==> config.mk <==
export PLATFORM = sky130hd
export DESIGN_NAME = weight_loader
export DESIGN_NICKNAME = d
export VERILOG_FILES = /design/src/rtl/weight_pkg.sv /design/src/rtl/weight_shadow_buf.sv /design/src/rtl/weight_loader.sv
export SDC_FILE = /design/constraint.sdc
export NUM_CORES = 1
export LEC_CHECK = 0
export ABC_AREA = 1
export CORE_MARGIN = 10
export CORE_UTILIZATION = 47
export CTS_BUF_LIST = sky130_fd_sc_hd__clkbuf_16
export DETAILED_ROUTE_END_ITERATION = 6
export GPL_TIMING_DRIVEN = 1
export PLACE_DENSITY = 0.79
export SETUP_SLACK_MARGIN = 0.2
export SYNTH_ARGS = -nofsm -noshare
export SYNTH_HDL_FRONTEND = slang
export SYNTH_SLANG_ARGS = --single-unit
==> constraint.sdc <==
create_clock -name clk -period 1.7 [get_ports clk]
set_input_delay 0.51 -clock clk [delete_from_list [all_inputs] [get_ports clk]]
set_output_delay 0.51 -clock clk [all_outputs]
set_load 0.01 [all_outputs]
==> src/rtl/weight_pkg.sv <==
`default_nettype none
// ============================================================================
//  Module      : weight_pkg
//  Description : Shared defaults, FSM state encoding and lane-slice helper
//                for the weight loader and its shadow buffer.
//  Revision    : 1.0  initial release
// ============================================================================
package weight_pkg;

    // Default geometry of one weight vector
    localparam int unsigned DEF_WEIGHT_BW = 8;
    localparam int unsigned DEF_NUM_LANES = 4;

    // Loader FSM states
    typedef enum logic [1:0] {
        ST_IDLE   = 2'd0,
        ST_FILL   = 2'd1,
        ST_WAIT   = 2'd2,
        ST_COMMIT = 2'd3
    } state_t;

    // Low bit position of a lane inside the flat weight bus
    function automatic int unsigned lane_lsb(input int unsigned lane, input int unsigned bw);
        return lane * bw;
    endfunction

endpackage
`default_nettype wire

==> src/rtl/weight_shadow_buf.sv <==
`default_nettype none
// ============================================================================
//  Module      : weight_shadow_buf
//  Description : NUM_LANES x WEIGHT_BW register file. One lane is written per
//                cycle; all lanes are exposed together on a flat bus.
//  Revision    : 1.0  initial release
// ============================================================================
module weight_shadow_buf
    import weight_pkg::*;
#(
    parameter int unsigned WEIGHT_BW = DEF_WEIGHT_BW,
    parameter int unsigned NUM_LANES = DEF_NUM_LANES,
    parameter int unsigned CNT_BW    = $clog2(DEF_NUM_LANES)
) (
    input  logic                           clk,
    input  logic                           rst,
    input  logic                           i_we,
    input  logic [CNT_BW-1:0]              i_lane,
    input  logic [WEIGHT_BW-1:0]           i_wdata,
    output logic [NUM_LANES*WEIGHT_BW-1:0] o_bus
);

    for (genvar g = 0; g < NUM_LANES; g++) begin : g_lane
        logic [WEIGHT_BW-1:0] r_q;
        logic                 w_sel;

        assign w_sel = i_we && (i_lane == CNT_BW'(g));

        // Lane register: captures the incoming weight when this lane is addressed
        always_ff @(posedge clk or posedge rst) begin
            if (rst) begin
                r_q <= '0;
            end else if (w_sel) begin
                r_q <= i_wdata;
            end
        end

        assign o_bus[lane_lsb(g, WEIGHT_BW) +: WEIGHT_BW] = r_q;
    end

endmodule
`default_nettype wire

==> src/rtl/weight_loader.sv <==
`default_nettype none
// ============================================================================
//  Module      : weight_loader
//  Description : Collects a serial stream of signed weights into a shadow
//                buffer and, once full and the MAC array is idle, strobes a
//                single reload so every lane register updates together.
//  Revision    : 1.0  initial release
// ============================================================================
module weight_loader
    import weight_pkg::*;
#(
    parameter int unsigned WEIGHT_BW = DEF_WEIGHT_BW,
    parameter int unsigned NUM_LANES = DEF_NUM_LANES
) (
    input  logic                           clk,
    input  logic                           rst,
    input  logic                           start,
    input  logic                           w_valid,
    output logic                           w_ready,
    input  logic [WEIGHT_BW-1:0]           w_data,
    input  logic                           w_last,
    input  logic                           array_busy,
    output logic                           weight_reload,
    output logic [NUM_LANES*WEIGHT_BW-1:0] weight_bus,
    output logic                           busy,
    output logic                           done,
    output logic                           err
);

    localparam int unsigned       CNT_BW      = $clog2(NUM_LANES);
    localparam logic [CNT_BW-1:0] c_LAST_LANE = CNT_BW'(NUM_LANES - 1);

    state_t            r_state;
    logic [CNT_BW-1:0] r_cnt;
    logic              r_w_ready;
    logic              r_reload;
    logic              r_done;
    logic              r_busy;
    logic              r_err;

    logic              w_beat;
    logic              w_final_beat;

    // w_ready is high exactly while in FILL, so a beat can only land there
    assign w_beat       = w_valid && r_w_ready;
    assign w_final_beat = (r_cnt == c_LAST_LANE);

    // Controller: state, lane counter, framing check and registered outputs
    always_ff @(posedge clk or posedge rst) begin
        if (rst) begin
            r_state   <= ST_IDLE;
            r_cnt     <= '0;
            r_w_ready <= 1'b0;
            r_reload  <= 1'b0;
            r_done    <= 1'b0;
            r_busy    <= 1'b0;
            r_err     <= 1'b0;
        end else begin
            // Strobes are single-cycle unless re-asserted below
            r_reload <= 1'b0;
            r_done   <= 1'b0;
            case (r_state)
                ST_IDLE: begin
                    if (start) begin
                        r_state   <= ST_FILL;
                        r_cnt     <= '0;
                        r_err     <= 1'b0;
                        r_w_ready <= 1'b1;
                        r_busy    <= 1'b1;
                    end
                end
                ST_FILL: begin
                    if (w_beat) begin
                        if (w_final_beat) begin
                            // Lane count decides the end of the vector; a
                            // missing w_last is only flagged
                            r_state   <= ST_WAIT;
                            r_cnt     <= '0;
                            r_w_ready <= 1'b0;
                            if (!w_last) begin
                                r_err <= 1'b1;
                            end
                        end else begin
                            r_cnt <= r_cnt + CNT_BW'(1);
                            if (w_last) begin
                                r_err <= 1'b1;
                            end
                        end
                    end
                end
                ST_WAIT: begin
                    // Hold the new vector back while the array is computing
                    if (!array_busy) begin
                        r_state  <= ST_COMMIT;
                        r_reload <= 1'b1;
                        r_done   <= 1'b1;
                    end
                end
                ST_COMMIT: begin
                    r_state <= ST_IDLE;
                    r_busy  <= 1'b0;
                end
                default: begin
                    r_state   <= ST_IDLE;
                    r_cnt     <= '0;
                    r_w_ready <= 1'b0;
                    r_busy    <= 1'b0;
                end
            endcase
        end
    end

    weight_shadow_buf #(
        .WEIGHT_BW (WEIGHT_BW),
        .NUM_LANES (NUM_LANES),
        .CNT_BW    (CNT_BW)
    ) u_shadow (
        .clk     (clk),
        .rst     (rst),
        .i_we    (w_beat),
        .i_lane  (r_cnt),
        .i_wdata (w_data),
        .o_bus   (weight_bus)
    );

    assign w_ready       = r_w_ready;
    assign weight_reload = r_reload;
    assign done          = r_done;
    assign busy          = r_busy;
    assign err           = r_err;

endmodule
`default_nettype wire
# == Word level (Yosys, flattened, before mapping) ==
# Cells that the tools add are included.
# Widths: inputs -> output; s select.
# totals
mem_bits_rw,0
latchBits,0
input_bits,14
rom_bits,0
regBits,40
memories,0
out_inout_bits,37
elab_cells,59
# classes
n_lt_le_gt_ge,0
multipliers,0
reduce_logical,14
shift,0
mux,22
n_div,0
n_eq_ne,12
addsub,1
bitwise,0
# op_table
operator,count
$mux 2,7
$mux 1,10
$eq 2x2->1 const B,4
$pmux 2 s4,1
$reduce_and 4->1,2
$ne 2x2->1 const B,3
$ne 3x3->1 const B,2
$pmux 1 s2,3
$logic_and 1x1->1,5
$reduce_and 5->1,1
$eq 2x1->1 const B,2
$logic_not 2->1,2
$pmux 2 s2,1
$reduce_bool 2->1,2
$reduce_and 3->1,1
$add 2x1->2 const B,1
$ne 2x1->1 const B,1
$reduce_and 2->1,1

# == Longest topological paths before layout ==
# Gate-level depths: netlist of the first run.
# logic_depth
word_depth,4
depth_mapped,9
mapped_depth_nobuf,9

# == Modules after synthesis ==
# A second synthesis of the first run with hierarchy kept.
# hier_totals
hier_cells,207
hier_area_um2,1900.6
# modules_own_cells
mod,seq_area_each_um2,instances,cells_each,area_each_um2
weight_shadow_buf,800.8,1,144,1411.4
weight_loader,200.2,1,63,489.2

# == Worst setup path before layout of the first run ==
# OpenSTA, ideal clock, no wires.
# synth_timing
path_type,register -> register
startpoint,reg r_state[1]
endpoint,"reg r_err, in the netlist err"
arrival_time_ns,1.127
path_stages_with_launch,10
setup_slack_ns,0.456
path_buffers,0
required_time_ns,1.583
setup_time_ns,0.117
period_less_slack_ns,1.244
cell_sequence,dfrtp_1 > inv_1 > ha_1 > inv_2 > nand2_1 > nand2_1 > nor2_2 > nand2_1 > nand2_1 > nand2_1
# synth_between
elab_chain_cells,3
word_cells_on_any_way,9
classes_between,5 x eq/ne; 1 x mux; 3 x reduce/logical
# synth_rtl
element,line_no,text
start: declaration,weight_loader.sv:33,state_t r_state;
start signal: assignment,weight_loader.sv:51,r_state <= ST_IDLE;
start signal: assignment,weight_loader.sv:65,r_state <= ST_FILL;
start signal: assignment,weight_loader.sv:77,r_state <= ST_WAIT;
$eq 2x1->1 or $logic_not 2->1 (tied branches),weight_loader.sv:62,case (r_state)
"$ne 3x3->1 (no line), or another cell as far along",n/a,
$reduce_and 5->1 (no line),n/a,
end signal: assignment,weight_loader.sv:57,r_err <= 1'b0;
end signal: assignment,weight_loader.sv:67,r_err <= 1'b0;
end signal: assignment,weight_loader.sv:81,r_err <= 1'b1;
end: declaration,weight_loader.sv:39,logic r_err;
# Parallel ways exist; a longest one is shown, timed or not.
# A chain may end at the register's enable or synchronous reset.

# == Worst setup path after layout of the first run ==
# layout_timing
startpoint,reg u_shadow.g_lane[1].r_q[3]
endpoint,out weight_bus[11]
# layout_lines
element,line_no,text
start: declaration,weight_shadow_buf.sv:24,logic [WEIGHT_BW-1:0] r_q;
start signal: assignment,weight_shadow_buf.sv:34,r_q <= i_wdata;
end: declaration,weight_loader.sv:24,"output logic [NUM_LANES*WEIGHT_BW-1:0] weight_bus,"
# No word-level cell between the ends.

==> results of run 1 <==
==> routing by layer <==
metal | share of wire, % | up-vias | wire length [um] | GRT usage [%]
met2 | 49 | 33 | 1939 | 20.06
met3 | 6.9 | 6 | 272 | 4.258
li1 | - | 680 | - | -
met1 | 43 | 643 | 1691 | 15.12
met5 | 0 | - | 0 | 0
met4 | 1.7 | 0 | 66 | 5.709
==> final timing paths <==
| check | slack, ns | startpoint | depth (start not counted) | endpoint |
|---|---|---|---|---|
| min reg2reg | 0.47 | err | 2 | err |
| max reg2reg | 0.35 | r_state[1] | 7 | w_ready |
| min in group asynchronous | 0.58 | rst | 3 | u_shadow.g_lane[3].r_q[3] |
| max in group asynchronous | 0.93 | rst | 3 | busy |
| max | 0.24 | u_shadow.g_lane[1].r_q[3] | 1 | weight_bus[11] |
| min | 0.47 | err | 2 | err |
==> synth_stat cells (2+ instances only) <==
cell type / count
nand2_1: 54
dfrtp_1: 40
o21ai_1: 22
inv_1: 20
o21ai_2: 11
ha_1: 8
o21ai_0: 6
buf_6: 4
nand2_4: 4
nand3_1: 3
nor2_2: 2
==> repair_timing <==
item                       in CTS  in global routing
gates resized for setup        37                  5
setup endpoints to repair      37                  7
buffers inserted                0                  1
pin swaps                       0                  0
hold buffers                    0                  0
==> logic make-up (layout without fill, tap and decap cells) <==
group / Yosys count / count (layout)
buffers and inverters: 27 / 81
flip-flops: 40 / 40
AO/OA/AOI/OAI: 40 / 40
AND/OR/NAND/NOR: 66 / 66
adder cells (fa/ha/maj): 8 / 8
==> state kept, by name (all words and copies together), names as in the netlist <==
register / count
u_shadow.g_lane.r_q: 32
r_cnt: 2
r_state: 2
busy: 1
done: 1
err: 1
w_ready: 1
==> power by group through the flow <==
stage          logic [W]  registers [W]  clock network (W)
6_report         0.00187        0.00162           0.000883
5_1_grt          0.00210        0.00168           0.000943
4_1_cts          0.00189        0.00163           0.000899
3_5_place_dp     0.00214        0.00165                  0
3_3_place_gp     0.00209        0.00165                  0
2_1_floorplan   0.000984        0.00180                  0
==> worst reg2reg max path: cells and delay by family (launching register included) <==
kind	cells	cell delay [ns]
buf+inv	2	0.16
flops	1	0.40
simple gates	3	0.27
compound gates	1	0.14
fa+ha+maj	1	0.27
==> layout make-up <==
cell class                 instances  area (um2)  share of cell area (%)
sequential                        40        1001                   41.52
tap                               48       60.06                   2.491
timing repair buffer              52       485.5                   20.13
clock inverter                     2       12.51                  0.5189
clock buffer                       5       125.1                   5.189
inverter                          22       85.08                   3.529
multi-input combinational        114       641.9                   26.62
==> layout by cell type (no fill, tap or decap), drive strengths merged <==
cell | netlist | layout
clkinvlp | 0 | 1
o21ai | 39 | 39
dfrtp | 40 | 40
nand3 | 4 | 4
inv | 22 | 22
clkinv | 0 | 1
dlygate4sd2 | 0 | 34
nand2 | 59 | 59
clkbuf | 0 | 5
clkdlybuf4s50 | 0 | 13
ha | 8 | 8
clkdlybuf4s15 | 0 | 3
nor2 | 3 | 3
buf | 5 | 2
a21oi | 1 | 1
==> stage by stage <==
stage	setup slack [ns]	cell area [um2]	hold slack [ns]	instances
2_1_floorplan	0.2724	1775	0.5019	181
3_3_place_gp	0.08197	2303	0.4609	275
3_5_place_dp	0.05158	2303	0.4623	275
4_1_cts	0.1903	2395	0.4735	282
5_1_grt	0.2014	2411	0.4900	283
6_report	0.2355	2411	0.4680	283
==> metrics.txt, run 1 <==
clk slew on worst S/H paths=0.06 ns; Crit Path Max Fanout=2; clk_lat worst skew=between 0.2 and 0.3 ns; number of global-route vias before repair=between 1,000 and 1,500; CP Buf/Inv Count=1; Final Wtd Congestion=between 0.7 and 0.8; Seq pwr share=a little under two fifths; Worst EP arrival=0.95 ns; largest family of logic cells by synthesized area=simple AND/OR/NAND/NOR gates; critical path's top delay family=flip-flops; clock skew=~0.0037 ns; async set-reset flop share out of synthesis=100.0%; Peak VDD IR=0.8174 mV; Synth Flop Type=dfrtp_1; Synth Register Bits=40; routed via count=between 1,000 and 1,500; Post-DP HPWL=~2900 um; Layout Nets=~260; crit-path cells=dlygate4sd2_1; Final Hold Viols=0; clock power share=around a fifth; Int Power=0.002731 W; maximum clock insertion buffer count=2; All-Layer GR Usage=roughly an eighth; drt first pass iters=4; CTS tree=yes; Die Height=~81 um; HP Class=flop to flop; Yosys Warn Count=0; Distinct cells, synth=18; synthesized area per cell=9.809 um2; # H-tree levels=2; RSZ-0062 raised after global routing=false; combinational share of power=42.8%; Setup-failing EPs final=0; ant diodes=0; residual DRC count=0; sequential area share after synthesis=a little under three fifths; crit path time final=1.465 ns; simple-gate share of the synthesized area=16.63%; clock root buffer master=clkbuf_16; CTS Sinks=40; vias per cell=a little under 5; final WL=about 4000 um; sw frac=between 30% and 40%; Die ar.=~0.0066 mm2; PwrDens=1816 mW/mm2; post-synth top area share=56.38%; Synth area leaders=dfrtp_1 (56%), nand2_1 (11%), o21ai_1 (6.2%), ha_1 (5.6%), o21ai_2 (5.4%); Crit. End Element=output pin; total CTS buffers=5; Synth Cell Area=approximately 0.0018 mm2; f_max=roughly 680 MHz; Post-Synth Adder-Cell Area=5.638%; antenna viol nets, final=0; status=finished, final reports clean; pin count of the biggest net entering global routing=just over 40; Mapped Cells=approximately 180; initial DRC count=97; syn nets=203; sw power=about 0.0016 W; # Max-Cap Violations=0; die width=slightly above 80 um; fillcell total=318; Slew @ Worst Pin=approximately 0.21 ns; relative slew slack=85.80%; grt total ovfl=0; final max-slew violation count=0; first-pass GRT wire length=around 6400 um; final worst-path cycle share=a little under nine tenths; Starting Density=around half; share of cells above drive strength 1=13.62%; setup TNS=0 ns; mux share of post-synthesis cell area=0%; Slowest cell on crit path=dfrtp_1; Worst path max stage delay=0.38 ns; XOR/XNOR share of the synthesized area=0%; num ports=51; Port Buffers=50; startpoint class of the critical path=flop; largest area contributor in the netlist=dfrtp_1; Leakage Power=~1.3 nW; # rows=22; Core Region=roughly 0.0037 mm2; Synth Area in Compound Gates=a little over an eighth; drt wl/cell=14.02 um; Synth-to-Final Area Change=35.80%; Util after Layout=65.86%; initial antenna violation count=0; Setup CP Type=flop to output pin; power consumption=roughly 0.0044 W; required time of the critical path=1.19 ns; number of flops mapped to enable cells by yosys=0
Power figures use the tool's default switching activity.
==> run 2, diff against run 1 <==
CORE_UTILIZATION = 50   (was 47)
CTS_BUF_LIST = unset   (was sky130_fd_sc_hd__clkbuf_16)
PLACE_DENSITY = 0.83   (was 0.79)
clock period = 1.85 ns   (was 1.7 ns; I/O delays follow)
==> run 2 against run 1 <==
  * Setup slack better by 0.012 ns
  * Largest power group unchanged
  * Clock power fell by 37%
  * Global-route usage up 0.22 points
  * Design area shrank 2.5%
==> metrics.txt, run 2 (synthesis gave the netlist of run 1 again) <==
status=finished, final reports clean (unchanged); Leakage Power=1.271 nW (was 1.280 nW); maximum clock insertion buffer count=2 (unchanged); clock skew=0.007269 ns (was 0.003657 ns); worst reg-to-reg setup slack=0.46 ns (was 0.35 ns); Layout Nets=258 (was 257); crit-path cells=dlygate4sd2_1 (unchanged); Final Wtd Congestion=0.7158 (was 0.7298); register with the most flip-flops=u_shadow.g_lane.r_q (unchanged); Setup CP Type=flop to output pin (unchanged); All-Layer GR Usage=12.81% (was 12.60%); CTS Sinks=40 (unchanged); num ports=51 (unchanged); design area=0.002350 mm2 (was 0.002411 mm2); Worst EP arrival=1.05 ns (was 0.95 ns); Core Region=0.003390 mm2 (was 0.003661 mm2); Setup-failing EPs final=0 (unchanged); vias per cell=4.707 (was 4.813); routed via count=1,332 (was 1,362); required time of the critical path=1.29 ns (was 1.19 ns); final max-slew violation count=0 (unchanged); total CTS buffers=5 (unchanged); combinational share of power=45.6% (was 42.8%); # H-tree levels=2 (unchanged); sw power=0.001462 W (was 0.001648 W); clock root buffer master=clkbuf_4 (was clkbuf_16); Final Hold Viols=0 (unchanged); pin count of the biggest net entering global routing=35 (was 41); f_max=624.0 MHz; clk slew on worst S/H paths=0.12 ns (was 0.06 ns); most frequent cells in the layout=nand2_1 (54), dfrtp_1 (40), dlygate4sd2_1 (36), o21ai_1 (22), inv_1 (20) (was nand2_1 (53), dfrtp_1 (40), dlygate4sd2_1 (34), o21ai_1 (22), inv_1 (20)); placed cell area=0.002301 mm2 (was 0.002303 mm2); final worst-path cycle share=between 80% and 90%; clk_lat worst skew=0.34 ns (was 0.28 ns); Peak VDD IR=0.7522 mV (was 0.8174 mV); Crit Path Max Fanout=2 (unchanged); CP Buf/Inv Count=1 (unchanged); residual DRC count=0 (unchanged); first-pass GRT wire length=6389 um (was 6423 um); Starting Density=52.38% (was 48.50%); initial DRC count=88 (was 97); RR Endpoint=w_ready (unchanged); worst r2r src=r_state[1] (unchanged); Seq pwr share=39.6% (was 37.1%); Int Power=0.002302 W (was 0.002731 W); PwrDens=1602 mW/mm2 (was 1816 mW/mm2); ant diodes=0 (unchanged); setup TNS=0 ns (unchanged); Crit. End Element=output pin (unchanged); Worst Hold Slack=0.4447 ns (was 0.4680 ns); Post-DP HPWL=3021 um (was 2874 um); clock power share=14.8% (was 20.2%); drt first pass iters=4 (unchanged); Slew @ Worst Pin=0.3061 ns (was 0.2130 ns); Port Buffers=50 (unchanged); # Max-Cap Violations=0 (unchanged); initial antenna violation count=0 (unchanged); startpoint class of the critical path=flop (unchanged); Synth-to-Final Area Change=32.35% (was 35.80%); max reg flops=32 (unchanged); Die ar.=0.006335 mm2 (was 0.006636 mm2); most common cell after layout, fill and taps aside=nand2_1 (unchanged); Slowest cell on crit path=dfrtp_1 (unchanged); Worst path max stage delay=0.40 ns (was 0.38 ns); RSZ-0062 raised after global routing=false (unchanged); grt total ovfl=0 (unchanged); share of cells above drive strength 1=13.08% (was 13.62%); critical path's top delay family=flip-flops (unchanged); sw frac=38.85% (was 37.64%); Die Height=79.59 um (was 81.46 um); top flop regs=u_shadow.g_lane.r_q x32, r_cnt x2, r_state x2 (unchanged); number of global-route vias before repair=1,314 (was 1,346); relative slew slack=79.57% (was 85.80%); drt wl/cell=13.70 um (was 14.02 um); CTS tree=yes (unchanged); antenna viol nets, final=0 (unchanged); final WL=3877 um (was 3969 um); Multi-input gate area=636.9 um2 (was 641.9 um2); # rows=21 (was 22); worst reg2reg path depth=7 (unchanged); HP Class=input pin to asynchronous set/reset pin (was flop to flop); Storage cell area=0.001001 mm2 (unchanged); fillcell total=275 (was 318); crit path time final=1.603 ns; die width=79.59 um (was 81.46 um)
-- run 2: timing repair --
| item | in CTS | in global routing |
|---|---|---|
| pin swaps | 0 | 0 |
| setup buffers | 1 | 1 |
| gates resized for setup | 36 | 1 |
| endpoints found under the setup margin | 37 | 2 |
| hold buffers | 0 | 0 |
| cloned | 0 | 0 |
-- run 2: how the worst max path moves through the flow --
stage               depth (start not counted)  slack, ns                         to                       from
floorplan                                   1       0.38                       busy                        rst
global placement                            6       0.18  u_shadow.g_lane[1].r_q[5]                    w_valid
detailed placement                          6       0.17                 r_state[0]                    w_valid
CTS                                         1       0.04                    w_ready                    w_ready
global route                                1       0.20             weight_bus[11]  u_shadow.g_lane[1].r_q[3]
finish                                      1       0.25             weight_bus[21]  u_shadow.g_lane[2].r_q[5]
-- run 2: per-layer routing --
layer | vias to the layer above | GRT usage, % | wire length (um)
li1 | 687 | - | -
met1 | 606 | 14.97 | 1633
met2 | 37 | 20.39 | 1939
met3 | 2 | 4.392 | 267
met4 | 0 | 6.452 | 37
met5 | - | 0 | 0
-- run 2: per-stage QoR --
| stage | instances | util, % | setup slack (ns) | power, W |
|---|---|---|---|---|
| 4_1_cts | 282 | 69.03 | 0.04500 | 0.003800 |
| 2_1_floorplan | 181 | - | 0.3774 | 0.002561 |
| 5_1_grt | 283 | 69.32 | 0.2032 | 0.004090 |
| 6_report | 283 | 69.32 | 0.2474 | 0.003764 |
| 3_3_place_gp | 273 | 67.88 | 0.1783 | 0.003422 |
| 3_5_place_dp | 273 | 67.88 | 0.1656 | 0.003492 |
-- run 2: layout make-up --
| class | instances | area share, % |
|---|---|---|
| well taps | 46 | 2.449 |
| multi-input cells | 114 | 27.10 |
| flip-flops and latches | 40 | 42.60 |
| clock buffers | 6 | 1.757 |
| inverters | 22 | 3.621 |
| clock inverters | 2 | 1.491 |
| repair buffers | 53 | 20.98 |
-- run 2: power by group through the flow --
stage	registers, W	clock network, W	logic, W
after floorplan	0.00166	0	0.000904
after global placement	0.00151	0	0.00191
after detailed placement	0.00153	0	0.00197
after CTS	0.00150	0.000565	0.00174
after global routing	0.00154	0.000607	0.00194
final	0.00149	0.000559	0.00172
